**src/rtl/timer_pkg.sv**
```systemverilog
// Shared constants, converter state type and the double-dabble digit correction
// used by the timer output sink.
package timer_pkg;

    localparam int unsigned DEF_DATA_W = 16;
    localparam int unsigned BCD_W      = 4;
    localparam int unsigned DD_THRESH  = 5;

    typedef enum logic [1:0] {
        IDLE,
        SHIFT,
        DONE
    } conv_state_e;

    // Pre-shift correction so a nibble of 5..9 carries correctly once doubled.
    function automatic logic [BCD_W-1:0] dd_correct(input logic [BCD_W-1:0] nib);
        return (nib >= BCD_W'(DD_THRESH)) ? nib + BCD_W'(3) : nib;
    endfunction

endpackage

```
**src/rtl/timer_sink_if.sv**
```systemverilog
// Timer-to-sink link: enable from the sink, qualified data words from the timer.
interface timer_sink_if #(
    parameter int unsigned DATA_W = 16
);
    logic              t_en;
    logic              t_valid;
    logic [DATA_W-1:0] t_out;

    modport master (output t_valid, output t_out, input  t_en);
    modport slave  (input  t_valid, input  t_out, output t_en);
endinterface

```
**src/rtl/sync_fifo.sv**
```systemverilog
// Circular-buffer FIFO; a push into a full FIFO is accepted only when a pop
// happens in the same cycle.
module sync_fifo #(
    parameter int unsigned WIDTH = 16,
    parameter int unsigned DEPTH = 4
) (
    input  logic                     clk,
    input  logic                     rst,
    input  logic                     push,
    input  logic [WIDTH-1:0]         wdata,
    input  logic                     pop,
    output logic [WIDTH-1:0]         rdata,
    output logic                     full,
    output logic                     empty,
    output logic [$clog2(DEPTH):0]   count
);
    localparam int unsigned PtrW = $clog2(DEPTH);
    localparam int unsigned CntW = $clog2(DEPTH) + 1;

    logic [WIDTH-1:0] mem [DEPTH];
    logic [PtrW-1:0]  wr_ptr_q, rd_ptr_q;
    logic [CntW-1:0]  count_q;
    logic             push_fire, pop_fire;

    assign empty     = (count_q == '0);
    assign full      = (count_q == CntW'(DEPTH));
    assign count     = count_q;
    assign rdata     = mem[rd_ptr_q];
    assign pop_fire  = pop && !empty;
    assign push_fire = push && (!full || pop_fire);

    always_ff @(posedge clk or negedge rst) begin
        if (!rst) begin
            wr_ptr_q <= '0;
            rd_ptr_q <= '0;
            count_q  <= '0;
        end else begin
            if (push_fire) wr_ptr_q <= wr_ptr_q + 1'b1;
            if (pop_fire)  rd_ptr_q <= rd_ptr_q + 1'b1;
            case ({push_fire, pop_fire})
                2'b10:   count_q <= count_q + 1'b1;
                2'b01:   count_q <= count_q - 1'b1;
                default: count_q <= count_q;
            endcase
        end
    end

    // Storage needs no reset; occupancy is tracked by count_q.
    always_ff @(posedge clk) begin
        if (push_fire) mem[wr_ptr_q] <= wdata;
    end

endmodule

```
**src/rtl/timer_sink.sv**
```systemverilog
// Timer consumer: run/stop toggle, capture FIFO with sticky overflow, and a
// sequential binary-to-BCD converter feeding the display path.
module timer_sink
    import timer_pkg::*;
#(
    parameter int unsigned DATA_W     = DEF_DATA_W,
    parameter int unsigned FIFO_DEPTH = 4,
    parameter int unsigned NDIG       = 5
) (
    input  logic                   clk,
    input  logic                   rst,
    input  logic                   start_btn,
    timer_sink_if.slave            tif,
    output logic [BCD_W*NDIG-1:0]  bcd_out,
    output logic                   bcd_valid,
    output logic                   busy,
    output logic                   ovf,
    input  logic                   ovf_clr
);
    localparam int unsigned CntW = $clog2(FIFO_DEPTH) + 1;
    localparam int unsigned IdxW = $clog2(DATA_W + 1);
    localparam int unsigned BcdW = BCD_W * NDIG;

    logic btn_q, run_q, ovf_q;

    logic              fifo_pop, fifo_full, fifo_empty, drop;
    logic [DATA_W-1:0] fifo_rdata;
    logic [CntW-1:0]   fifo_count;

    conv_state_e       state_q, state_d;
    logic [BcdW-1:0]   acc_q, acc_d, acc_corr;
    logic [DATA_W-1:0] bin_q, bin_d;
    logic [IdxW-1:0]   idx_q, idx_d;
    logic [BcdW-1:0]   bcd_q, bcd_d;
    logic              valid_q, valid_d;

    sync_fifo #(
        .WIDTH (DATA_W),
        .DEPTH (FIFO_DEPTH)
    ) u_fifo (
        .clk   (clk),
        .rst   (rst),
        .push  (tif.t_valid),
        .wdata (tif.t_out),
        .pop   (fifo_pop),
        .rdata (fifo_rdata),
        .full  (fifo_full),
        .empty (fifo_empty),
        .count (fifo_count)
    );

    // Words arriving when full are lost unless the converter frees a slot this cycle.
    assign drop = tif.t_valid && fifo_full && !fifo_pop;

    always_ff @(posedge clk or negedge rst) begin
        if (!rst) begin
            btn_q <= 1'b0;
            run_q <= 1'b0;
            ovf_q <= 1'b0;
        end else begin
            btn_q <= start_btn;
            if (start_btn && !btn_q) run_q <= ~run_q;
            if (drop)         ovf_q <= 1'b1;
            else if (ovf_clr) ovf_q <= 1'b0;
        end
    end

    always_comb begin
        acc_corr = acc_q;
        for (int d = 0; d < int'(NDIG); d++) begin
            acc_corr[d*BCD_W +: BCD_W] = dd_correct(acc_q[d*BCD_W +: BCD_W]);
        end
    end

    always_comb begin
        state_d  = state_q;
        acc_d    = acc_q;
        bin_d    = bin_q;
        idx_d    = idx_q;
        bcd_d    = bcd_q;
        valid_d  = 1'b0;
        fifo_pop = 1'b0;
        case (state_q)
            IDLE: begin
                if (!fifo_empty) begin
                    fifo_pop = 1'b1;
                    acc_d    = '0;
                    bin_d    = fifo_rdata;
                    idx_d    = '0;
                    state_d  = SHIFT;
                end
            end
            SHIFT: begin
                acc_d = {acc_corr[BcdW-2:0], bin_q[DATA_W-1]};
                bin_d = {bin_q[DATA_W-2:0], 1'b0};
                idx_d = idx_q + 1'b1;
                if (idx_q == IdxW'(DATA_W - 1)) state_d = DONE;
            end
            DONE: begin
                bcd_d   = acc_q;
                valid_d = 1'b1;
                state_d = IDLE;
            end
            default: state_d = IDLE;
        endcase
    end

    always_ff @(posedge clk or negedge rst) begin
        if (!rst) begin
            state_q <= IDLE;
            acc_q   <= '0;
            bin_q   <= '0;
            idx_q   <= '0;
            bcd_q   <= '0;
            valid_q <= 1'b0;
        end else begin
            state_q <= state_d;
            acc_q   <= acc_d;
            bin_q   <= bin_d;
            idx_q   <= idx_d;
            bcd_q   <= bcd_d;
            valid_q <= valid_d;
        end
    end

    assign tif.t_en  = run_q;
    assign bcd_out   = bcd_q;
    assign bcd_valid = valid_q;
    assign busy      = (state_q != IDLE);
    assign ovf       = ovf_q;

    occupancy_bound: assert property (@(posedge clk) disable iff (!rst)
        fifo_count <= CntW'(FIFO_DEPTH));

endmodule

```
**src/flat_wrapper.sv**
```systemverilog
// flat-port wrapper written by rule: the top's interface ports become plain ports
module timer_sink_flat import timer_pkg::*;
#(
    parameter int unsigned DATA_W     = DEF_DATA_W,
    parameter int unsigned FIFO_DEPTH = 4,
    parameter int unsigned NDIG       = 5
)
  (clk, rst, start_btn, bcd_out, bcd_valid, busy, ovf, ovf_clr, tif_t_valid, tif_t_out, tif_t_en);
  timer_sink_if #(.DATA_W(DATA_W)) tif_i ();
  input  logic clk;
  input  logic rst;
  input  logic start_btn;
  output logic [BCD_W*NDIG-1:0] bcd_out;
  output logic bcd_valid;
  output logic busy;
  output logic ovf;
  input  logic ovf_clr;
  input wire logic [$bits(tif_i.t_valid)-1:0] tif_t_valid;
  input wire logic [$bits(tif_i.t_out)-1:0] tif_t_out;
  output wire logic [$bits(tif_i.t_en)-1:0] tif_t_en;
  assign tif_i.t_valid = tif_t_valid;
  assign tif_i.t_out = tif_t_out;
  assign tif_t_en = tif_i.t_en;
  timer_sink #(.DATA_W(DATA_W), .FIFO_DEPTH(FIFO_DEPTH), .NDIG(NDIG)) u_core (.clk(clk), .rst(rst), .start_btn(start_btn), .tif(tif_i), .bcd_out(bcd_out), .bcd_valid(bcd_valid), .busy(busy), .ovf(ovf), .ovf_clr(ovf_clr));
endmodule
```
**config.mk**
```make
export PLATFORM = sky130hd
export DESIGN_NAME = timer_sink_flat
export DESIGN_NICKNAME = d
export VERILOG_FILES = /design/src/rtl/timer_pkg.sv /design/src/rtl/timer_sink_if.sv /design/src/rtl/sync_fifo.sv /design/src/rtl/timer_sink.sv /design/src/flat_wrapper.sv
export SDC_FILE = /design/constraint.sdc
export NUM_CORES = 1
export LEC_CHECK = 0
export ABC_AREA = 1
export BUFFER_PORTS_ARGS = -buffer_cell sky130_fd_sc_hd__buf_2
export CAP_MARGIN = 20
export CORE_MARGIN = 1
export CORE_UTILIZATION = 37
export DETAILED_ROUTE_END_ITERATION = 8
export PLACE_DENSITY = 0.6
export SLEW_MARGIN = 20
export SYNTH_ARGS = -nofsm -noshare
export SYNTH_HDL_FRONTEND = slang
export SYNTH_SLANG_ARGS = --single-unit
```
**constraint.sdc**
```tcl
create_clock -name clk -period 2.1 [get_ports clk]
set_input_delay 0.21 -clock clk [delete_from_list [all_inputs] [get_ports clk]]
set_output_delay 0.21 -clock clk [all_outputs]
set_load 0.005 [all_outputs]
```
Word level (Yosys, flattened, before mapping)

Memory sizes are Yosys's and may differ from the RTL's.
Cells that the tools add are included.

Register bits after elaboration: 74
RAM bits: 64
Bits of input ports: 21
Output and inout bits: 24
Logic and storage cells: 77
Memories: 1

Add/sub/neg operators: 10
Magnitude comparators: 5
Equal/unequal tests: 8
Mux-type cells: 22
Bitwise logic cells: 1
Reductions and logical operators: 18

Memory list:

| name              | depth | width | rd ports | clocked after Yosys merged registers in | write ports | line            | text |
|---|---|---|---|---|---|---|---|
| u_core.u_fifo.mem | 4     | 16    | 1        | 0                                       | 1           | sync_fifo.sv:20 | `logic [WIDTH-1:0] mem [DEPTH];` |

Operators with widths:

| operator              | number |
|---|---|
| $pmux W20 S2          | 1 |
| $pmux W16 S2          | 1 |
| $ge A4 B3 Y1 const B  | 5 |
| $mux W20              | 1 |
| $add A4 B2 Y4 const B | 4 |
| $mux W16              | 1 |
| $mux W4               | 4 |
| $pmux W5 S2           | 1 |
| $reduce_bool A2 Y1    | 4 |
| $mux W1               | 7 |
| $pmux W3 S2           | 1 |
| $add A5 B1 Y5 const B | 1 |
| $eq A5 B4 Y1 const B  | 1 |
| $logic_and A1 B1 Y1   | 5 |
| $mux W5               | 1 |
| $add A2 B1 Y2 const B | 2 |
| $eq A2 B1 Y1 const B  | 2 |
| $eq A2 B2 Y1 const B  | 2 |
| $logic_not A1 Y1      | 4 |
| $mux W2               | 2 |
| $pmux W2 S2           | 1 |
| $reduce_and A2 Y1     | 2 |
| $add A3 B1 Y3 const B | 1 |
| $add A3 B2 Y3 const B | 1 |
| other kinds (9)       | 9 |

Logic depth before layout (Yosys ltp)

Gate-level depths: netlist of run 1.

Depth after elaboration: 8
Depth in mapped cells: 10

Cells and area by module

Synthesis of run 1 repeated with hierarchy kept, for this count alone.

Cell total of the unflattened synthesis: 604
Area, all modules: 6107.1 um^2

By module, submodules not included:

| module     | instances | cells each | area an instance (um^2) |
|---|---|---|---|
| timer_sink | 1         | 370        | 3144.3 |
| sync_fifo  | 1         | 234        | 2962.8 |

Worst setup path after synthesis of run 1

No wires, ideal clock.

Path type: register -> register
From: reg u_core.state_q[0]
To: mem u_core.u_fifo.mem[0][0], enable pin
Library setup time: 0.389 ns
Data arrival time: 1.447 ns
Data required time: 1.711 ns
Slack: 0.264 ns
Cell stages (with the launch flop): 6
Period minus slack after synthesis: 1.836 ns
Cells stage by stage: dfrtp_1 inv_2 nand2_4 inv_4 o21ai_4 nor2_1

Cells in the longest elaborated chain, start to end: 7

Ends and longest elaborated chain:

| element                       | line              | text |
|---|---|---|
| start: declaration            | timer_sink.sv:30  | `conv_state_e state_q, state_d;` |
| start signal: assignment      | timer_sink.sv:117 | `state_q <= state_d;` |
| $logic_not A2 Y1              | timer_sink.sv:83  | `case (state_q)` |
| $mux W1                       | timer_sink.sv:83  |  |
| $logic_and A1 B1 Y1           | sync_fifo.sv:29   | `assign pop_fire = pop && !empty;` |
| $logic_or A1 B1 Y1            | sync_fifo.sv:30   | `assign push_fire = push && (!full \|\| pop_fire);` |
| $logic_and A1 B1 Y1           | sync_fifo.sv:30   |  |
| $mux W1                       | sync_fifo.sv:50   | `if (push_fire) mem[wr_ptr_q] <= wdata;` |
| $mux W1 (not written as such) | sync_fifo.sv:50   |  |
| end: declaration              | sync_fifo.sv:20   |  |

Every way passes these cells.

Worst setup path after layout of run 1

From: reg u_core.state_q[0]
To: reg u_core.u_fifo.count_q[2], in the netlist u_core.u_fifo.count[2]

Cells in the longest elaborated chain, start to end: 7
Elaborated cells between the ends (all ways): 9

Ends and longest elaborated chain:

| element                                           | line             | text |
|---|---|---|
| $logic_not A2 Y1 *                                | timer_sink.sv:83 |  |
| $mux W1 *                                         | timer_sink.sv:83 |  |
| $logic_and A1 B1 Y1 *                             | sync_fifo.sv:29  |  |
| $logic_or A1 B1 Y1                                | sync_fifo.sv:30  |  |
| $logic_and A1 B1 Y1                               | sync_fifo.sv:30  |  |
| $eq A2 B1 Y1 or $eq A2 B2 Y1 (tied branches)      | sync_fifo.sv:40  | `case ({push_fire, pop_fire})` |
| $pmux W3 S2 or $reduce_bool A2 Y1 (tied branches) | --               |  |
| end signal: assignment                            | sync_fifo.sv:41  | `2'b10: count_q <= count_q + 1'b1;` |
| end signal: assignment                            | sync_fifo.sv:42  | `2'b01: count_q <= count_q - 1'b1;` |
| end signal: assignment                            | sync_fifo.sv:43  | `default: count_q <= count_q;` |
| end: declaration                                  | sync_fifo.sv:22  | `logic [CntW-1:0] count_q;` |

Mark *: on every way between the ends. The rest lies on a longest branch, timed or not.
A chain may end at the register's enable or synchronous reset.

==> results of run 1 <==
==> logic make-up after synthesis <==
kind of cell,Yosys count,share of synthesized area [%]
DFF,138,63.2
xor gates and xnor gates,8,1.17
adders and majority gates,17,3.69
AOI/OAI and AO/OA,103,10.1
buffers and inverters,71,5.66
and+or+nand+nor,218,16.1
==> what timing repair did <==
action,in CTS,in global routing
resized for setup,0,0
endpoints found under the setup margin,0,0
endpoints found under the hold margin,94,0
setup buffers,0,0
hold buffers,17,0
==> power by group <==
group | leakage (nW) | internal, mW | switching [mW]
registers | 1.49 | 3.79 | 0.465
logic | 1.35 | 1.41 | 2.45
clock network | 0.282 | 1.75 | 1.14
==> synth_stat cells <==
master,number
nand2_1,111
dfrtp_1,74
edfxtp_1,64
nor2_1,64
o21ai_0,57
inv_1,43
nand3_1,25
o22ai_1,19
ha_1,16
o21ai_1,12
buf_2,11
nand3_2,7
xor2_1,7
o32ai_1,6
a21oi_1,4
inv_2,4
nand2_2,4
buf_6,3
clkbuf_2,3
clkbuf_1,2
nand2_4,2
nand2_8,2
o22ai_2,2
a21oi_4,1
a22o_1,1
buf_12,1
buf_4,1
clkinv_2,1
fa_1,1
inv_4,1
inv_8,1
nand4_1,1
nor2_4,1
nor3_1,1
o21ai_4,1
xnor2_1,1
==> placed cells by master (no fill, tap or decap), types with 6 or more instances in the layout <==
master and n:
nand2_1 111, dfrtp_1 74, nor2_1 64, edfxtp_1 64, o21ai_0 57, inv_1 43
buf_2 43, nand3_1 25, o22ai_1 19, clkbuf_16 17, dlygate4sd3_1 17, ha_1 16
o21ai_1 12, buf_4 8, nand3_2 7, xor2_1 7, o32ai_1 6
==> flip-flops by register name (all words and copies together), names as in the netlist <==
signal,flops
u_core.u_fifo.count,3
u_core.idx_q,5
u_core.btn_q,1
u_core.u_fifo.rd_ptr_q,2
u_core.bcd_valid,1
u_core.acc_q,20
u_core.tif.t_en,1
u_core.bin_q,16
u_core.bcd_out,20
u_core.state_q,2
u_core.u_fifo.mem,64
u_core.u_fifo.wr_ptr_q,2
u_core.ovf,1
==> worst max-delay path, cell delays in order (launching register included) <==
cell	delay (ps)
dfrtp_1	420
inv_2	80
nand2_4	60
inv_4	110
nand3_1	150
fa_1	440
inv_1	110
nand4_1	110
nand3_1	90
nand2_1	60
inv_1	50
==> final cells by class <==
| cell class | instances | area (um^2) | area share (%) |
|---|---|---|---|
| Sequential cell | 138 | 3770 | 52.8 |
| Multi-Input combinational cell | 346 | 1860 | 26.0 |
| Timing Repair Buffer | 69 | 465 | 6.52 |
| Clock buffer | 18 | 429 | 6.01 |
| Tap cell | 216 | 270 | 3.78 |
| Inverter | 50 | 199 | 2.79 |
| Clock inverter | 14 | 148 | 2.07 |
==> layer usage <==
metal | vias up | part of all wire (%) | GRT usage [%]
met5 | - | 0 | 0
met4 | 0 | 0.99 | 6.23
met3 | 10 | 4.1 | 5.03
met2 | 84 | 49 | 25.5
met1 | 1945 | 46 | 17.7
li1 | 2005 | - | -
==> stage by stage <==
step	util [%]	std cells	instance area (um^2)	setup slack [ps]
finish	45.1	851	7140	365
global route	45.1	851	7140	255
CTS	45.1	851	7140	374
detailed placement	40.4	802	6390	396
global placement	40.4	802	6390	470
floorplan	-	555	5970	264
==> worst max-delay path by stage <==
| stage | startpoint | to | depth (start not counted) |
|---|---|---|---|
| floorplan | u_core.state_q[0]$_DFFE_PN0P_ | u_core.u_fifo.mem[0][0]$_DFFE_PP_ | 5 |
| global placement | u_core.state_q[0]$_DFFE_PN0P_ | u_core.u_fifo.count[2]$_DFFE_PN0P_ | 10 |
| detailed placement | u_core.state_q[0]$_DFFE_PN0P_ | u_core.u_fifo.count[2]$_DFFE_PN0P_ | 10 |
| CTS | u_core.state_q[1]$_DFFE_PN0P_ | u_core.u_fifo.count[2]$_DFFE_PN0P_ | 10 |
| global route | u_core.state_q[0]$_DFFE_PN0P_ | u_core.u_fifo.count[2]$_DFFE_PN0P_ | 10 |
| finish | u_core.state_q[0]$_DFFE_PN0P_ | u_core.u_fifo.count[2]$_DFFE_PN0P_ | 10 |
==> results_dict.tcl, run 1 <==
set metrics [dict create \
    outcome "complete, no violations" \
    powerDensity_mw_per_mm2 1540 \
    grt_pass1_wl_mm 19.0 \
    clock_latency_ps 420 \
    fill_cells 1482 \
    grt_pass1_vias 3987 \
    htreeDepth 4 \
    syn_to_final_growth_pct 19.7 \
    clockBufferDepth 2 \
    antenna_cells 0 \
    worstSetupStartpointType "register" \
    synth-seq-area-share_pct 63.2 \
    route.vias.total 4044 \
    cts_sinks 138 \
    ioPinCount 45 \
    yosysWarnings 0 \
    cap_viol_max_count 0 \
    hold_start "tif_t_out[15]" \
    min_period_ps 1730 \
    gp_congestion 0.821 \
    r2r_cells 10 \
    slew_headroom_pct 64.3 \
    firstDrtPassIters 6 \
    finalClockSkew_ps 5.88 \
    ant_nets 0 \
    groute.usage.overall_pct 15.1 \
    fin_nets 660 \
    ff2ff_setup_slack_ps 370 \
    ir_drop_mv 0.782 \
    worstSetupEndpointType "register" \
    synth_top_cell_area_share_pct 32.2 \
    cts_buffers 17 \
    drive_above_1_share_pct 17.2 \
    maxSlewViolCount 0 \
    drcViolationCount 0 \
    die_x_um 129 \
    wl_mm 11.4 \
    initial_core_util_pct 37.7 \
    p_leak_nw 3.12 \
    synth_area_mm2 0.00597 \
    synthTopCellsByArea "edfxtp_1, dfrtp_1, nand2_1" \
    whs_ps 34.6 \
    grt_max_degree 41 \
    synth-seq-cells 138 \
    hold_viol 0 \
    io_buffers 44 \
    crit_required_ps 2460 \
    setup_tns_ps 0 \
    synth_nets 593 \
    worst_ep_arrival_time_ps 2100 \
    min_path_type "primary input to register" \
    die_area_mm2 0.0166 \
    path_max_fanout 4 \
    min_to "u_core.u_fifo.mem[0][15]$_DFFE_PP_" \
    yosysUniqueCellTypes 36 \
    fmax_mhz 576 \
    clkTransAtPathRegs_ps 60 \
    rows 46 \
    cts_tree "built" \
    r2r_start "u_core.state_q[0]$_DFFE_PN0P_" \
    initialDrtViolationCount 256 \
    syn_area_per_cell_um2 10.8 \
    grt_setup_unrepaired "no" \
    synth_cells 555 \
    post-route-period-util_pct 82.6 \
    antenna_found_initial 0 \
    rr_endpoint "u_core.u_fifo.count[2]$_DFFE_PN0P_" \
    worst_pin_slew_ps 534 \
    via_per_inst 4.75 \
    dp_hpwl_mm 7.12 \
    dieHeight_um 129 \
    setup_viol 0 \
    root_buffer "clkbuf_16" \
    wl_per_cell_um 13.4 \
    critPathKind "register to register" \
    coreArea_mm2 0.0158 \
    overflow 0 \
    synth_top_area_cell "edfxtp_1" \
    holdPathStages 1 \
    total_power_mw 11.0 \
]
(Power assumes the default switching activity.)
==> inputs of run 2 (changes only) <==
==> constraint.sdc (replaced) <==
create_clock -name clk -period 1.6 [get_ports clk]
set_input_delay 0.16 -clock clk [delete_from_list [all_inputs] [get_ports clk]]
set_output_delay 0.16 -clock clk [all_outputs]
set_load 0.005 [all_outputs]
==> results_dict.tcl, run 2 (synthesis gave the netlist of run 1 again) <==
set metrics [dict create \
    outcome "complete, no violations" \
    utilization_pct 46.2 \
    ant_nets 0 \
    cap_viol_max_count 0 \
    cts_tree "built" \
    min_to "u_core.ovf$_DFFE_PN0P_" \
    htreeDepth 4 \
    netSwitchingFraction_pct 36.8 \
    powerDensity_mw_per_mm2 2000 \
    largest_reg_flops 64 \
    route.vias.total 4106 \
    final_common_cell "nand2_1" \
    via_per_inst 4.75 \
    dieHeight_um 129 \
    initial_core_util_pct 37.7 \
    p_sw_mw 5.37 \
    seqPwrFrac_pct 38.4 \
    place_inst 811 \
    total_power_mw 14.6 \
    initialDrtViolationCount 261 \
    final_cell_mix "nand2_1, dfrtp_1, nor2_1, edfxtp_1, o21ai_0" \
    rr_endpoint "u_core.u_fifo.mem[3][13]$_DFFE_PP_" \
    p_leak_nw 3.18 \
    min_path_type "primary input to register" \
    internal_power_mw 9.22 \
    clkTransAtPathRegs_ps 60 \
    groute.usage.overall_pct 15.3 \
    place_area_mm2 0.00652 \
    root_buffer "clkbuf_16" \
    ff2ff_setup_slack_ps 70 \
    worst_ep_arrival_time_ps 1710 \
    firstDrtPassIters 4 \
    antenna_found_initial 0 \
    clockPowerShare_pct 25.0 \
    holdPathStages 3 \
    gp_congestion 0.816 \
    crit_required_ps 1770 \
    comb_power_share_pct 36.6 \
    drive_above_1_share_pct 19.1 \
    slew_headroom_pct 68.4 \
    whs_ps 163 \
    worst_pin_slew_ps 473 \
    syn_to_final_growth_pct 22.5 \
    hold_start "tif_t_valid" \
    wl_per_cell_um 13.4 \
    setup_tns_ps 0 \
    cts_sinks 138 \
    drcViolationCount 0 \
    clockBufferDepth 2 \
    grt_pass1_wl_mm 19.4 \
    wl_mm 11.6 \
    antenna_cells 0 \
    fin_nets 674 \
    clock_latency_ps 430 \
    layout_setup_ws_ps 67.9 \
    rows 46 \
    cts_buffers 17 \
    fin_area_mm2 0.00731 \
    worstSetupStartpointType "register" \
    io_buffers 44 \
    path_max_fanout 16 \
    dp_hpwl_mm 7.81 \
    maxSlewViolCount 0 \
    fin_cells 865 \
    post-route-period-util_pct 95.8 \
    ioPinCount 45 \
    largest_register "u_core.u_fifo.mem" \
    r2r_cells 5 \
    critPathKind "register to register" \
    grt_setup_unrepaired "no" \
    hold_viol 0 \
    grt_pass1_vias 4074 \
    setup_viol 0 \
    fmax_mhz 653 \
    overflow 0 \
    coreArea_mm2 0.0158 \
    place_ws_ps -82.5 \
    ir_drop_mv 1.03 \
    r2r_start "u_core.u_fifo.count[0]$_DFFE_PN0P_" \
    min_period_ps 1530 \
    die_area_mm2 0.0166 \
    finalClockSkew_ps 22.3 \
    die_x_um 129 \
    grt_max_degree 49 \
    worstSetupEndpointType "register" \
]
==> run 2: cell count changes in the layout (fill, tap and decap cells not counted), moves of 2 or more <==
cell,delta
buf_12,+5
dlygate4sd3_1,+2
clkinvlp_4,+3
clkinv_4,+2
buf_4,+7
inv_6,-3
==> run 2: power by group through the flow <==
stage	combinational, mW	sequential [mW]	clock (mW)
floorplan	3.83	5.56	0
global placement	5.07	5.61	0
CTS	5.37	5.61	3.72
global route	6.08	5.74	3.88
finish	5.34	5.60	3.65
detailed placement	5.27	5.66	0
==> run 2: worst max path at each step <==
stage / from / slack, ps / endpoint / cells past startpoint
2_1_floorplan: u_core.state_q[0]$_DFFE_PN0P_ / -240 / u_core.u_fifo.mem[0][0]$_DFFE_PP_ / 5
3_3_place_gp: u_core.state_q[1]$_DFFE_PN0P_ / 70 / u_core.u_fifo.count[2]$_DFFE_PN0P_ / 10
3_5_place_dp: u_core.state_q[1]$_DFFE_PN0P_ / -80 / u_core.u_fifo.count[2]$_DFFE_PN0P_ / 10
4_1_cts: u_core.state_q[0]$_DFFE_PN0P_ / 30 / u_core.u_fifo.count[2]$_DFFE_PN0P_ / 10
5_1_grt: u_core.u_fifo.count[1]$_DFFE_PN0P_ / 10 / u_core.u_fifo.mem[2][14]$_DFFE_PP_ / 5
6_report: u_core.u_fifo.count[0]$_DFFE_PN0P_ / 70 / u_core.u_fifo.mem[3][13]$_DFFE_PP_ / 5
==> run 2: cell type report <==
| cell class | instances | area [um^2] |
|---|---|---|
| clock buffers | 18 | 429 |
| fillers | 1452 | 8520 |
| inverters | 50 | 199 |
| repair buffers | 83 | 638 |
| well taps | 216 | 270 |
| multi-input cells | 346 | 1870 |
| clock inverters | 14 | 128 |
| flip-flops and latches | 138 | 3770 |
==> run 2: worst max-delay path, cell delays in order (launching register included) <==
cell and delay (ps):
dfrtp_1 420, nor2_4 160, nand2_1 160, o21ai_4 260, nor2_1 110, buf_12 170
==> run 2: what timing repair did <==
action | in CTS | in global routing
endpoints found under the hold margin | 92 | 0
gates cloned | 0 | 0
hold buffers | 19 | 0
resized for setup | 3 | 1
buffers inserted | 1 | 2
pin swaps | 1 | 2
setup endpoints to repair | 1 | 50
==> run 2: per-layer routing <==
layer | GRT usage [%] | up-vias | share of wire [%]
li1 | - | 2035 | -
met1 | 20.7 | 1989 | 50
met2 | 23.4 | 75 | 47
met3 | 4.62 | 7 | 3.4
met4 | 5.19 | 0 | 0.41
met5 | 0 | - | 0
==> inputs of run 3 (changes only) <==
--- a/config.mk
+++ b/config.mk
@@ -12,6 +12,7 @@
 export CORE_UTILIZATION = 37
 export DETAILED_ROUTE_END_ITERATION = 8
 export PLACE_DENSITY = 0.6
+export SETUP_SLACK_MARGIN = 0.15
 export SLEW_MARGIN = 20
 export SYNTH_ARGS = -nofsm -noshare
 export SYNTH_HDL_FRONTEND = slang
==> results_dict.tcl, run 3 (synthesis gave the netlist of run 1 again) <==
set metrics [dict create \
    outcome "complete, no violations" \
    holdPathStages 3 \
    via_per_inst 4.70 \
    powerDensity_mw_per_mm2 2030 \
    gr-usage-met2_pct 26.0 \
    ioPinCount 45 \
    crit_required_ps 1960 \
    cpLargestDelayFamily "adder cells" \
    setup_viol 0 \
    critical-path-max-stage-delay_ps 430 \
    multi_input_area_mm2 0.00200 \
    path_buf_inv 5 \
    hold_viol 0 \
    fmax_mhz 634 \
    r2r_cells 11 \
    post-route-period-util_pct 98.5 \
    maxSlewViolCount 0 \
    layout_setup_ws_ps 23.5 \
    io_buffers 44 \
    seq_area_mm2 0.00377 \
    fill_cells 1463 \
    clock_latency_ps 420 \
    finalClockSkew_ps 9.20 \
    cap_viol_max_count 0 \
    slew_headroom_pct 68.4 \
    ant_nets 0 \
    drive_above_1_share_pct 25.4 \
    grt_setup_unrepaired "yes" \
    worst_ep_arrival_time_ps 1940 \
    antenna_found_initial 0 \
    die_x_um 129 \
    wl_mm 12.3 \
    htreeDepth 4 \
    gp_congestion 0.801 \
    path_common_cell "inv_2" \
    drcViolationCount 0 \
    initial_core_util_pct 37.7 \
    die_area_mm2 0.0166 \
    antenna_cells 0 \
    syn_to_final_growth_pct 28.6 \
    p_leak_nw 3.34 \
    path_max_fanout 3 \
    min_period_ps 1580 \
    worstSetupEndpointType "register" \
    rows 46 \
    worst_pin_slew_ps 474 \
    busiest_layer "met2" \
    root_buffer "clkbuf_16" \
    clkTransAtPathRegs_ps 60 \
    place_ws_ps -225 \
    setup_tns_ps 0 \
    grt_util_met3_pct 4.07 \
    fin_area_mm2 0.00767 \
    groute.usage.overall_pct 16.2 \
    route.vias.total 4175 \
    min_path_type "primary input to register" \
    grt_max_degree 41 \
    firstDrtPassIters 4 \
    cts_buffers 17 \
    largest_reg_flops 64 \
    cts_sinks 138 \
    coreArea_mm2 0.0158 \
    critPathKind "register to register" \
    final_cell_mix "nand2_1, dfrtp_1, edfxtp_1" \
    worstSetupStartpointType "register" \
    place_area_mm2 0.00651 \
    final_common_cell "nand2_1" \
    dieHeight_um 129 \
    wl_per_cell_um 13.9 \
    largest_register "u_core.u_fifo.mem" \
    ir_drop_mv 1.00 \
    grt_use_met1_pct 20.7 \
    total_power_mw 15.6 \
    dp_hpwl_mm 7.68 \
    initialDrtViolationCount 231 \
    fin_nets 697 \
    grt_pass1_vias 4192 \
    overflow 0 \
    slowest_stage "fa_2" \
    timing.critical_path.depth 11 \
    grt_pass1_wl_mm 20.4 \
    clockBufferDepth 2 \
    cts_tree "built" \
    cp_cell_sequence "inv_2 > nand2_4 > clkinv_4 > buf_6 > nand3_4 > fa_2 > inv_2 > nand4_1 > nand3_1 > nand2_1 > inv_1" \
]
## run 3: cell count changes in the layout (fill, tap and decap cells not counted), sizes merged
cell / change
buf: +19
inv: +2
nand2: +2
bufinv: +1
clkbuf: -1
clkinv: +1
clkinvlp: -1
## run 3: metal layers
metal | wire length (um) | part of all wire, %
met4 | 107 | 0.87
met1 | 5640 | 46
met3 | 478 | 3.9
met5 | 0 | 0
met2 | 6090 | 49
## run 3: timing repair
action | CTS | global route
gates resized for setup | 12 | 32
buffers inserted | 9 | 12
pin swaps | 6 | 12
hold buffers | 19 | 0
setup endpoints to repair | 87 | 109
hold endpoints to repair | 102 | 0
gates cloned | 1 | 3
## run 3: through the flow
stage	hold slack [ps]	utilization [%]	cells
floorplan	-136	-	555
global placement	146	41.2	812
detailed placement	152	41.2	812
CTS	162	46.9	873
global route	199	48.5	888
finish	191	48.5	888
## run 3: report_power, final
part	internal, mW	total [mW]	switching, mW
Sequential	4.98	5.61	0.628
Clock	2.26	3.68	1.42
Combinational	2.61	6.28	3.67
Total	9.85	15.6	5.72
## run 3: worst min-delay path, stage by stage
cell and delay, ps:
buf_2 140, inv_1 150, o32ai_1 120
## run 3: worst paths after layout
check | endpoint | startpoint | slack, ps
setup reg to reg | u_core.u_fifo.count[2]$_DFFE_PN0P_ | u_core.state_q[1]$_DFFE_PN0P_ | 20
hold / removal | u_core.ovf$_DFFE_PN0P_ | tif_t_valid | 190
hold reg to reg | u_core.tif.t_en$_DFFE_PN0P_ | u_core.tif.t_en$_DFFE_PN0P_ | 460
setup / recovery | u_core.u_fifo.count[2]$_DFFE_PN0P_ | u_core.state_q[1]$_DFFE_PN0P_ | 20
min in group asynchronous | u_core.bcd_out[12]$_DFFE_PN0P_ | rst | 250
max in group asynchronous | u_core.u_fifo.rd_ptr_q[0]$_DFFE_PN0N_ | rst | 760
## run 3: cell type report
| class | count | share of cell area [%] |
|---|---|---|
| inverter | 50 | 2.69 |
| clock buffer | 17 | 5.54 |
| tap | 216 | 3.52 |
| timing repair inverter | 2 | 0.261 |
| multi-input combinational | 348 | 26.1 |
| clock inverter | 15 | 1.73 |
| timing repair buffer | 102 | 11.0 |
| sequential | 138 | 49.2 |
